`config.mk`:
```
export PLATFORM = sky130hd
export DESIGN_NAME = registro_controle_flat
export DESIGN_NICKNAME = d
export VERILOG_FILES = /design/src/rtl/registro_controle_if.sv /design/src/rtl/registro_controle.sv /design/src/flat_wrapper.sv
export SDC_FILE = /design/constraint.sdc
export NUM_CORES = 1
export LEC_CHECK = 0
export BUFFER_PORTS_ARGS = -buffer_cell sky130_fd_sc_hd__buf_2
export CORE_MARGIN = 5
export CORE_UTILIZATION = 55
export DETAILED_ROUTE_END_ITERATION = 7
export GPL_TIMING_DRIVEN = 0
export PLACE_DENSITY = 0.79
export SLEW_MARGIN = 30
export SYNTH_ARGS = -nofsm -noshare
export SYNTH_HDL_FRONTEND = slang
export SYNTH_SLANG_ARGS = --single-unit
export TNS_END_PERCENT = 50
```
`constraint.sdc`:
```
create_clock -name clock -period 3.5 [get_ports clock]
set_input_delay 0.7 -clock clock [delete_from_list [all_inputs] [get_ports clock]]
set_output_delay 0.7 -clock clock [all_outputs]
set_load 0.02 [all_outputs]
```
`src/rtl/registro_controle_if.sv`:
```
// Command/data bus of registro_controle: start request in, memory word in,
// Tx opcode and result/status out.
interface registro_controle_if #(
    parameter int WIDTH = 5
);
    logic             start;
    logic [WIDTH-1:0] entrada;
    logic [1:0]       Tx;
    logic [WIDTH-1:0] saida;
    logic [WIDTH-1:0] etapa;
    logic             out_valid;
    logic             done;

    modport master (
        input  start,
        input  entrada,
        output Tx,
        output saida,
        output etapa,
        output out_valid,
        output done
    );

    modport slave (
        output start,
        output entrada,
        input  Tx,
        input  saida,
        input  etapa,
        input  out_valid,
        input  done
    );
endinterface

```
`src/rtl/registro_controle.sv`:
```
// Issues RESET/LOAD/HOLD/SHIFTL opcodes to the memory sequencer, fetches NUM_WORDS
// words, shifts each left SHIFT_COUNT times and presents them with a valid pulse.
module registro_controle #(
    parameter int WIDTH       = 5,
    parameter int NUM_WORDS   = 3,
    parameter int SHIFT_COUNT = 1
) (
    input logic                 clock,
    input logic                 reset,
    registro_controle_if.master bus
);

    localparam int CW = $clog2(WIDTH + 1);
    localparam logic [CW-1:0]    LAST_SHIFT = CW'((SHIFT_COUNT > 0) ? SHIFT_COUNT - 1 : 0);
    localparam logic [WIDTH-1:0] LAST_ETAPA = WIDTH'(NUM_WORDS - 1);

    typedef enum logic [1:0] {
        TX_RESET  = 2'b00,
        TX_LOAD   = 2'b01,
        TX_HOLD   = 2'b10,
        TX_SHIFTL = 2'b11
    } tx_e;

    typedef enum logic [2:0] {
        IDLE,
        CLEAR,
        LOAD,
        CAPTURE,
        SHIFT,
        EMIT,
        DONE
    } state_e;

    state_e           state_q, state_d;
    logic [WIDTH-1:0] saida_q, saida_d;
    logic [WIDTH-1:0] etapa_q, etapa_d;
    logic [CW-1:0]    cnt_q, cnt_d;

    always_ff @(posedge clock or posedge reset) begin
        if (reset) begin
            state_q <= IDLE;
            saida_q <= '0;
            etapa_q <= '0;
            cnt_q   <= '0;
        end else begin
            state_q <= state_d;
            saida_q <= saida_d;
            etapa_q <= etapa_d;
            cnt_q   <= cnt_d;
        end
    end

    // Tx/out_valid/done decode from state_q alone so nothing from start or entrada leaks through.
    always_comb begin
        state_d       = state_q;
        saida_d       = saida_q;
        etapa_d       = etapa_q;
        cnt_d         = cnt_q;
        bus.Tx        = TX_HOLD;
        bus.out_valid = 1'b0;
        bus.done      = 1'b0;

        case (state_q)
            IDLE: begin
                if (bus.start) begin
                    state_d = CLEAR;
                end
            end
            CLEAR: begin
                bus.Tx  = TX_RESET;
                saida_d = '0;
                etapa_d = '0;
                state_d = LOAD;
            end
            LOAD: begin
                bus.Tx  = TX_LOAD;
                state_d = CAPTURE;
            end
            CAPTURE: begin
                saida_d = bus.entrada;
                cnt_d   = '0;
                state_d = (SHIFT_COUNT > 0) ? SHIFT : EMIT;
            end
            SHIFT: begin
                bus.Tx  = TX_SHIFTL;
                saida_d = {saida_q[WIDTH-2:0], 1'b0};
                cnt_d   = cnt_q + 1'b1;
                if (cnt_q == LAST_SHIFT) begin
                    state_d = EMIT;
                end
            end
            EMIT: begin
                bus.out_valid = 1'b1;
                etapa_d       = etapa_q + 1'b1;
                state_d       = (etapa_q == LAST_ETAPA) ? DONE : LOAD;
            end
            DONE: begin
                bus.done = 1'b1;
                state_d  = IDLE;
            end
            default: begin
                state_d = IDLE;
            end
        endcase
    end

    assign bus.saida = saida_q;
    assign bus.etapa = etapa_q;

endmodule
```
`src/flat_wrapper.sv`:
```
// flat-port wrapper written by rule: the top's interface ports become plain ports
module registro_controle_flat 
#(
    parameter int WIDTH       = 5,
    parameter int NUM_WORDS   = 3,
    parameter int SHIFT_COUNT = 1
)
  (clock, reset, bus_start, bus_entrada, bus_Tx, bus_saida, bus_etapa, bus_out_valid, bus_done);
  registro_controle_if #(.WIDTH(WIDTH)) bus_i ();
  input logic clock;
  input logic reset;
  input wire logic [$bits(bus_i.start)-1:0] bus_start;
  input wire logic [$bits(bus_i.entrada)-1:0] bus_entrada;
  output wire logic [$bits(bus_i.Tx)-1:0] bus_Tx;
  output wire logic [$bits(bus_i.saida)-1:0] bus_saida;
  output wire logic [$bits(bus_i.etapa)-1:0] bus_etapa;
  output wire logic [$bits(bus_i.out_valid)-1:0] bus_out_valid;
  output wire logic [$bits(bus_i.done)-1:0] bus_done;
  assign bus_i.start = bus_start;
  assign bus_i.entrada = bus_entrada;
  assign bus_Tx = bus_i.Tx;
  assign bus_saida = bus_i.saida;
  assign bus_etapa = bus_i.etapa;
  assign bus_out_valid = bus_i.out_valid;
  assign bus_done = bus_i.done;
  registro_controle #(.WIDTH(WIDTH), .NUM_WORDS(NUM_WORDS), .SHIFT_COUNT(SHIFT_COUNT)) u_core (.clock(clock), .reset(reset), .bus(bus_i));
endmodule
```
==> flow_summary_export.csv, run 1 <==
group,metric,value,unit
place,io_buffers,21,
clock_tree,clockBufferDepth,2,
worst_setup_path,crit_required,2800,ps
clock_tree,cts.sinks,16,
worst_setup_path,path_class,"reg -> out",
logic_synthesis,synth_mux_area_share,6.91,%
run_status,status,"finished, final reports clean",
timing,fmax,463,MHz
place,place.gp.congestion,0.725,
floorplanning,dieWidth,50.2,um
logic_synthesis,synth_top_family_by_area,"simple AND/OR/NAND/NOR gates",
logic_synthesis,yosys.area_share.simple,18.6,%
power,power-per-cell-area,897,nW/um^2
logic_synthesis,synthTopCellsByArea,"dfrtp_1 (45%), ha_1 (5.6%), mux2i_1 (5.6%), a21oi_1 (4.5%), a221oi_1 (3.9%)",
logic_synthesis,ys_warn_count,0,
clock_tree,cts_hold_buffers,0,
global_route,grt_pass1_wl,3460,um
clock_tree,clk_pin_slew,100,ps
floorplanning,initial_core_util,58.2,%
timing,hold_violations,0,
route,post_drt_wl_per_cell,14.5,um
timing,fin_crit,2160,ps
run,drv_cap,0,
logic_synthesis,netlist_area,887,um^2
global_route,grt_pass1_vias,748,
place,place_hpwl,1410,um
route,routed_wl,1920,um
layout,finalNetCount,130,
timing,grt_setup_unrepaired,"no",
global_route,grt-ovfl-total,0,
layout,seqCellArea,400,um^2
power,leakagePower,0.523,nW
timing,tightest_slew,608,ps
layout,fill_cells,127,
logic_synthesis,synth_cell_types,31,
layout,layout_common_cells,"buf_2 (25), dfrtp_1 (16), a21oi_1 (8), inv_1 (7)",
floorplanning,dieArea,2520,um^2
timing,finalCritPeriodShare,61.8,%
route,m1WireLength,915,um
route,dr_wl_met2,908,um
route,drtIter0Drc,18,
floorplanning,ioPinCount,22,
layout,layout_commonest_cell,"buf_2",
floorplanning,core,1520,um^2
clock_tree,cts_tree,"yes",
floorplanning,die_h,50.2,um
global_route,grt_max_degree,17,
min_path,hp-class,"in -> async",
timing,setup_tns,0,ps
global_route,grtUsageTotal,17.3,%
route,firstDrtPassIters,4,
timing,whs,468,ps
logic_synthesis,syn_area_per_cell,9.64,um^2
clock_tree,clock_latency,280,ps
logic_synthesis,synth_top_area_share,45.1,%
worst_setup_path,crit_arrival,1460,ps
worst_setup_path,cp-end-kind,"primary output",
logic_synthesis,synth-compound-area-share,17.1,%
timing,setup_viol,0,
clock_tree,post-cts-setup-buffers,0,
power,vdd_ir_drop_max,487,uV
clock_tree,root_buffer,"clkbuf_4",
timing,slew_violations,0,
timing,clock_skew,5.44,ps
layout,num_antenna_cells,0,
logic_synthesis,yosysSeqAreaShare,45.1,%
clock_tree,h-tree-depth,1,
floorplanning,num_rows,14,
timing,maxSlewHeadroom,59.4,%
power,finalPower,0.940,mW
logic_synthesis,syn_inst,92,
global_route,antenna_found_initial,0,
worst_setup_path,cp_max_fo,10,
clock_tree,numCtsBuffers,3,
layout,multiInputGateArea,437,um^2
clock_tree,ctsResizeCount,0,
route,vias,782,
layout,synthToLayoutAreaGrowth,18.2,%
logic_synthesis,synthAdderAreaFrac,5.64,%
logic_synthesis,yosys.area_share.xor_xnor,0.987,%
route,drc_errors,0,
route,wl_met3,84,um
logic_synthesis,synth_nets,104,
layout,drive_above_1_share,28.2,%
logic_synthesis,synth_top_area_cell,"dfrtp_1",
route,ant_nets,0,
route,vias_per_cell,5.88,
logic_synthesis,ys_ff_latch,16,
worst_setup_path,startpoint_type,"register",
route,top_layer_used,"met4",
==> sequential cells by signal, summed over array words and instances (netlist names) <==
signal	count
u_core.bus.etapa	5
u_core.cnt_q	3
u_core.bus.saida	5
u_core.state_q	3
==> power breakdown <==
group / switching [mW] / internal, mW / total (mW)
combinational: 0.314 / 0.194 / 0.508
clock: 0.0583 / 0.0633 / 0.122
sequential: 0.0597 / 0.251 / 0.311
total: 0.432 / 0.508 / 0.940
==> critical path: stages, from the launching register on <==
cell and delay, ps:
dfrtp_1 390, buf_2 180, inv_1 160, nand2_1 120, a21o_1 180, buf_2 150
==> per-layer routing <==
metal	GRT usage [%]	vias up
met2	26.4	18
met1	24.2	380
li1	-	382
met5	0	-
met3	4.14	2
met4	5.24	0
==> stage by stage <==
stage	cells	setup WS [ps]	utilization (%)	area [um^2]
6_report	133	1340	68.8	1050
5_1_grt	133	1230	68.8	1050
4_1_cts	133	1340	68.8	1050
3_5_place_dp	129	1660	66.4	1010
3_3_place_gp	129	1670	66.4	1010
2_1_floorplan	92	1800	-	887
==> synthesized netlist by cell type <==
cell type	instances
dfrtp_1	16
a21oi_1	8
inv_1	7
nand3_1	6
nor2_1	6
mux2i_1	5
nand2_1	5
a221oi_1	4
buf_2	4
ha_1	4
nor3_1	4
o21ai_0	3
or4_1	2
a211o_1	1
a21o_1	1
a22o_2	1
a311oi_1	1
a32o_1	1
and2_1	1
and3_1	1
and4_1	1
clkbuf_1	1
mux2_2	1
nand2b_1	1
nand3b_1	1
nor2_2	1
nor3b_1	1
o21ai_2	1
o31ai_1	1
or4b_1	1
xnor2_1	1
==> final cells by class <==
class | count | area share, %
inverter | 7 | 2.51
buffer | 5 | 2.27
multi-input combinational | 64 | 41.6
timing repair buffer | 21 | 10.0
tap | 16 | 1.91
clock buffer | 4 | 3.46
sequential | 16 | 38.2
==> cell families after synthesis <==
kind of cell             count (synthesis)
AO/OA/AOI/OAI                           22
XOR/XNOR                                 1
adder cells (fa/ha/maj)                  4
buffers and inverters                   12
flip-flops                              16
multiplexers                             6
AND/OR/NAND/NOR                         31
==> worst paths after layout <==
path,from,endpoint,slack [ps],cells after the start
min reg2reg,u_core.bus.saida[0],u_core.bus.saida[0],530,1
min in group clock,u_core.bus.saida[0],u_core.bus.saida[0],530,1
max reg2reg,u_core.bus.etapa[0],u_core.state_q[2],1970,5
max,u_core.state_q[0],bus_Tx[1],1340,5
min,reset,u_core.bus.etapa[0],470,2
max in group asynchronous,reset,u_core.cnt_q[0],2630,2
Note: power is estimated with default switching activity, not from simulation.
==> inputs of run 2 (changes only) <==
--- a/config.mk
+++ b/config.mk
@@ -7,10 +7,10 @@
 export LEC_CHECK = 0
 export BUFFER_PORTS_ARGS = -buffer_cell sky130_fd_sc_hd__buf_2
 export CORE_MARGIN = 5
-export CORE_UTILIZATION = 55
+export CORE_UTILIZATION = 46
 export DETAILED_ROUTE_END_ITERATION = 7
 export GPL_TIMING_DRIVEN = 0
-export PLACE_DENSITY = 0.79
+export PLACE_DENSITY = 0.7
 export SLEW_MARGIN = 30
 export SYNTH_ARGS = -nofsm -noshare
 export SYNTH_HDL_FRONTEND = slang
==> constraint.sdc (replaced) <==
create_clock -name clock -period 1.9 [get_ports clock]
set_input_delay 0.38 -clock clock [delete_from_list [all_inputs] [get_ports clock]]
set_output_delay 0.38 -clock clock [all_outputs]
set_load 0.02 [all_outputs]
==> flow_summary_export.csv, run 2 (same netlist as run 1, synthesis figures left out) <==
group,metric,value,unit
route,ant_nets,0,
timing,setup_tns,0,ps
clock_tree,clk_pin_slew,110,ps
clock_tree,cts.sinks,16,
power,leakagePower,0.525,nW
global_route,antenna_found_initial,0,
route,drc_errors,0,
clock_tree,root_buffer,"clkbuf_4",
worst_setup_path,path_class,"reg -> out",
clock_tree,clockBufferDepth,2,
timing,hold_violations,0,
place,io_buffers,21,
clock_tree,h-tree-depth,1,
worst_setup_path,crit_arrival,1410,ps
clock_tree,clock_latency,290,ps
worst_setup_path,startpoint_type,"register",
timing,slew_violations,0,
place,dp_slack,378,ps
floorplanning,num_rows,15,
floorplanning,dieArea,2910,um^2
layout,drive_above_1_share,29.9,%
worst_setup_path,cp_common_cell,"buf_2",
timing,fmax,560,MHz
route,routed_wl,2030,um
layout,fill_cells,175,
route,drtIter0Drc,21,
floorplanning,ioPinCount,22,
route,vias_per_cell,5.49,
floorplanning,initial_core_util,49.8,%
layout,synthToLayoutAreaGrowth,19.6,%
global_route,grt-ovfl-total,0,
worst_setup_path,cp_max_fo,10,
global_route,grt_pass1_wl,3540,um
route,post_drt_wl_per_cell,14.3,um
floorplanning,dieWidth,53.9,um
place,place.gp.congestion,0.715,
layout,seqCellArea,400,um^2
worst_setup_path,crit_path_cell_trace,"buf_2, inv_2, nand2_1, a21o_1, buf_2",
clock_tree,cts_tree,"yes",
min_path,hp-class,"in -> async",
timing,grt_setup_unrepaired,"no",
clock_tree,cts_hold_buffers,0,
floorplanning,die_h,53.9,um
global_route,grtUsageTotal,16.9,%
worst_setup_path,crit_required,1520,ps
power,vdd_ir_drop_max,792,uV
global_route,grt_pass1_vias,747,
worst_setup_path,slowest_delay,390,ps
route,vias,779,
power,power-per-cell-area,1640,nW/um^2
timing,setup_viol,0,
global_route,grt_max_degree,17,
route,firstDrtPassIters,4,
worst_setup_path,cp-end-kind,"primary output",
clock_tree,numCtsBuffers,3,
timing,worst_slack,114,ps
timing,maxSlewHeadroom,56.6,%
worst_setup_path,cp_slowest_cell,"dfrtp_1",
timing,finalCritPeriodShare,94.0,%
layout,num_antenna_cells,0,
place,place_hpwl,1400,um
layout,layout_commonest_cell,"buf_2",
timing,tightest_slew,651,ps
timing,fin_crit,1790,ps
run,drv_cap,0,
layout,finalNetCount,130,
floorplanning,core,1780,um^2
layout,multiInputGateArea,437,um^2
timing,clock_skew,9.83,ps
layout,layout_common_cells,"buf_2 (25), dfrtp_1 (16), a21oi_1 (8)",
run_status,status,"finished, final reports clean",
==> run 2: area by class of cell <==
type / instances / area share [%]
buffer: 5 / 2.36
clock buffer: 4 / 3.42
inverter: 7 / 2.48
multi-input combinational: 64 / 41.2
sequential: 16 / 37.7
tap: 25 / 2.95
timing repair buffer: 21 / 9.91
==> run 2: final timing paths <==
path,from,depth (start not counted),slack (ps),to
setup / recovery,u_core.state_q[0],5,110,bus_Tx[1]
hold / removal,reset,2,150,u_core.bus.saida[3]
setup reg to reg,u_core.bus.etapa[0],5,390,u_core.state_q[2]
hold reg to reg,u_core.bus.saida[0],1,530,u_core.bus.saida[0]
max in group asynchronous,reset,2,1320,u_core.state_q[0]
min in group clock,bus_entrada[0],2,340,u_core.bus.saida[0]
==> run 2: stage by stage <==
stage               instance area (um^2)  total power, mW  util [%]  hold WS (ps)  std cells
floorplan                            887             1.26         -           294         92
finish                              1060             1.74      59.5           152        142
detailed placement                  1020             1.52      57.4           493        138
CTS                                 1060             1.76      59.4           161        142
global placement                    1020             1.49      57.4           486        138
global route                        1060             1.89      59.5           207        142
==> run 2: critical path, delay by kind of cell, from the launching register on <==
kind | cells | cell delay (ps)
buffers and inverters | 3 | 440
AO/OA/AOI/OAI | 1 | 190
flip-flops | 1 | 390
AND/OR/NAND/NOR | 1 | 100
==> run 2: power by group <==
group | total [mW] | internal [mW] | switching [mW]
sequential | 0.571 | 0.462 | 0.109
clock | 0.234 | 0.117 | 0.118
combinational | 0.936 | 0.360 | 0.576
==> run 2: what timing repair did <==
action	in CTS	in global routing
resized for setup	0	3
setup endpoints to repair	0	1
buffers inserted	0	0
==> run 2: per-layer routing <==
metal  share of wire (%)  vias up  GRT usage [%]
met4                 1.1        0           6.38
li1                    -      386              -
met5                   0        -              0
met2                  49       11           27.2
met3                 2.9        4           2.49
met1                  47      378           22.8
==> inputs of run 3 (changes only) <==
--- a/config.mk
+++ b/config.mk
@@ -5,12 +5,13 @@
 export SDC_FILE = /design/constraint.sdc
 export NUM_CORES = 1
 export LEC_CHECK = 0
+export ABC_AREA = 1
 export BUFFER_PORTS_ARGS = -buffer_cell sky130_fd_sc_hd__buf_2
 export CORE_MARGIN = 5
-export CORE_UTILIZATION = 46
+export CORE_UTILIZATION = 45
 export DETAILED_ROUTE_END_ITERATION = 7
 export GPL_TIMING_DRIVEN = 0
-export PLACE_DENSITY = 0.7
+export PLACE_DENSITY = 0.69
 export SLEW_MARGIN = 30
 export SYNTH_ARGS = -nofsm -noshare
 export SYNTH_HDL_FRONTEND = slang
==> flow_summary_export.csv, run 3 <==
group,metric,value,unit
place,dp_slack,412,ps
timing,setup_viol,0,
worst_setup_path,slowest_delay,380,ps
layout,num_antenna_cells,0,
worst_setup_path,cp_slowest_cell,"dfrtp_1",
worst_setup_path,crit_arrival,1410,ps
clock_tree,root_buffer,"clkbuf_4",
route,drc_errors,0,
timing,slew_violations,0,
timing,clock_skew,2.45,ps
floorplanning,num_rows,15,
floorplanning,die_h,53.5,um
floorplanning,dieWidth,53.5,um
timing,fmax,557,MHz
worst_setup_path,ff2ff_setup_slack,770,ps
logic_synthesis,synth_top_area_share,47.1,%
route,post_drt_wl_per_cell,11.4,um
logic_synthesis,synthFlopType,"dfrtp_1",
worst_setup_path,crit_path_cell_trace,"buf_6, inv_1, nand2_1, o21a_1, buf_2",
timing,maxSlewHeadroom,58.5,%
worst_setup_path,critical_path_buf_inv_count,3,
worst_setup_path,cp-end-kind,"primary output",
layout,drive_above_1_share,23.4,%
logic_synthesis,synth_top_area_cell,"dfrtp_1",
worst_setup_path,timing.rr.start,"u_core.state_q[2]",
clock_tree,cts.sinks,16,
timing,worst_slack,105,ps
layout,layout_commonest_cell,"nand2_1",
route,drtIter0Drc,22,
timing,whs,163,ps
timing,hold_violations,0,
floorplanning,core,1760,um^2
logic_synthesis,ys_warn_count,0,
timing,tightest_slew,621,ps
timing,fin_crit,1790,ps
logic_synthesis,syn_area_per_cell,8.18,um^2
run_status,status,"finished, final reports clean",
layout,fin_area,1010,um^2
clock_tree,post-cts-setup-buffers,0,
logic_synthesis,netlist_area,851,um^2
clock_tree,clock_latency,280,ps
worst_setup_path,path_class,"reg -> out",
timing,grt_setup_unrepaired,"no",
global_route,grt-ovfl-total,0,
floorplanning,ioPinCount,22,
logic_synthesis,yosysSeqAreaShare,47.1,%
worst_setup_path,cp_max_fo,9,
timing,finalCritPeriodShare,94.5,%
global_route,grt_pass1_wl,2940,um
timing,setup_tns,0,ps
logic_synthesis,synth-async-reset-ratio,100,%
place,io_buffers,21,
power,leakagePower,0.577,nW
worst_setup_path,r2r_end,"u_core.bus.saida[1]",
global_route,grtUsageTotal,13.8,%
clock_tree,clk_pin_slew,90,ps
place,place.gp.congestion,0.721,
power,finalPower,1.36,mW
layout,seqCellArea,400,um^2
floorplanning,initial_core_util,48.2,%
layout,synthToLayoutAreaGrowth,18.7,%
clock_tree,ctsResizeCount,0,
logic_synthesis,synthTopCellsByArea,"dfrtp_1 (47%), nand3_1 (14%), nand2_1 (11%), ha_1 (5.9%), inv_1 (5.7%)",
clock_tree,numCtsBuffers,3,
clock_tree,cts_hold_buffers,0,
worst_setup_path,crit_family,"buffers and inverters",
clock_tree,h-tree-depth,1,
global_route,grt_max_degree,17,
min_path,hp-class,"in -> async",
layout,fill_cells,186,
logic_synthesis,syn_inst,104,
place,dp.cells,150,
power,power-per-cell-area,1340,nW/um^2
global_route,antenna_found_initial,0,
floorplanning,dieArea,2860,um^2
route,firstDrtPassIters,4,
power,vdd_ir_drop_max,845,uV
layout,instances_no_fill,153,
clock_tree,cts_tree,"yes",
layout,layout_common_cells,"nand2_1 (26), nand3_1 (23), buf_2 (21), dfrtp_1 (16), inv_1 (13)",
clock_tree,clockBufferDepth,2,
worst_setup_path,crit_required,1520,ps
layout,postLayoutCoreUtil,57.2,%
logic_synthesis,synth_commonest_cells,"nand2_1 (26), nand3_1 (23), dfrtp_1 (16), inv_1 (13), o21ai_0 (6)",
place,place_hpwl,1320,um
worst_setup_path,reg2reg_depth,6,
logic_synthesis,ys_ff_latch,16,
place,placed_area,987,um^2
logic_synthesis,yosysMostFrequentCell,"nand2_1",
layout,finalNetCount,142,
logic_synthesis,synth_cell_types,18,
logic_synthesis,synth_edf_count,0,
route,vias,742,
worst_setup_path,startpoint_type,"register",
route,ant_nets,0,
logic_synthesis,synth_nets,116,
layout,multiInputGateArea,379,um^2
run,drv_cap,0,
global_route,grt_pass1_vias,700,
route,routed_wl,1750,um
route,vias_per_cell,4.85,
==> run 3: cell types whose count changed in the layout (fill, tap and decap cells not counted), sizes merged, moves of 4 or more <==
cell / change
mux2i: -5
inv: +8
a221oi: -4
nand3: +17
nor2: -4
nand2: +23
a21oi: -8
==> run 3: layer usage <==
metal | part of all wire, % | track usage [%]
met4 | 0.69 | 3.83
met3 | 4.1 | 3.10
met2 | 46 | 21.6
met5 | 0 | 0
met1 | 49 | 18.8
==> run 3: kinds of logic after synthesis <==
logic type / count (synthesis) / share of synthesized area [%]
AO/OA/AOI/OAI: 7 / 4.41
XOR/XNOR: 2 / 2.06
adder cells (fa/ha/maj): 4 / 5.88
buffers and inverters: 17 / 8.38
flip-flops: 16 / 47.1
AND/OR/NAND/NOR: 58 / 32.2
==> run 3: power breakdown <==
group	internal [mW]	switching [mW]	total (mW)	leakage, nW
sequential	0.439	0.106	0.545	0.213
combinational	0.217	0.421	0.638	0.350
clock	0.0734	0.0992	0.173	0.0138
==> run 3: worst reg2reg max path, delay by kind of cell, from the launching register on <==
family        cells  cell delay (ps)
simple gates      3              300
flops             1              380
buf+inv           3              380
==> run 3: worst max path at each step <==
stage                 startpoint         to  slack, ps  depth (start not counted)
2_1_floorplan  u_core.state_q[2]  bus_Tx[1]        580                          4
3_3_place_gp   u_core.state_q[2]  bus_Tx[1]        410                          5
3_5_place_dp   u_core.state_q[2]  bus_Tx[1]        410                          5
4_1_cts        u_core.state_q[2]  bus_Tx[1]        100                          5
5_1_grt        u_core.state_q[2]  bus_Tx[1]         20                          5
6_report       u_core.state_q[2]  bus_Tx[1]        110                          5
==> run 3: final cells by class <==
class | instances | area share [%]
Tap cell | 25 | 3.10
Sequential cell | 16 | 39.7
Timing Repair Buffer | 21 | 10.4
Buffer | 2 | 1.49
Inverter | 15 | 5.58
Clock buffer | 3 | 2.23
Multi-Input combinational cell | 71 | 37.5
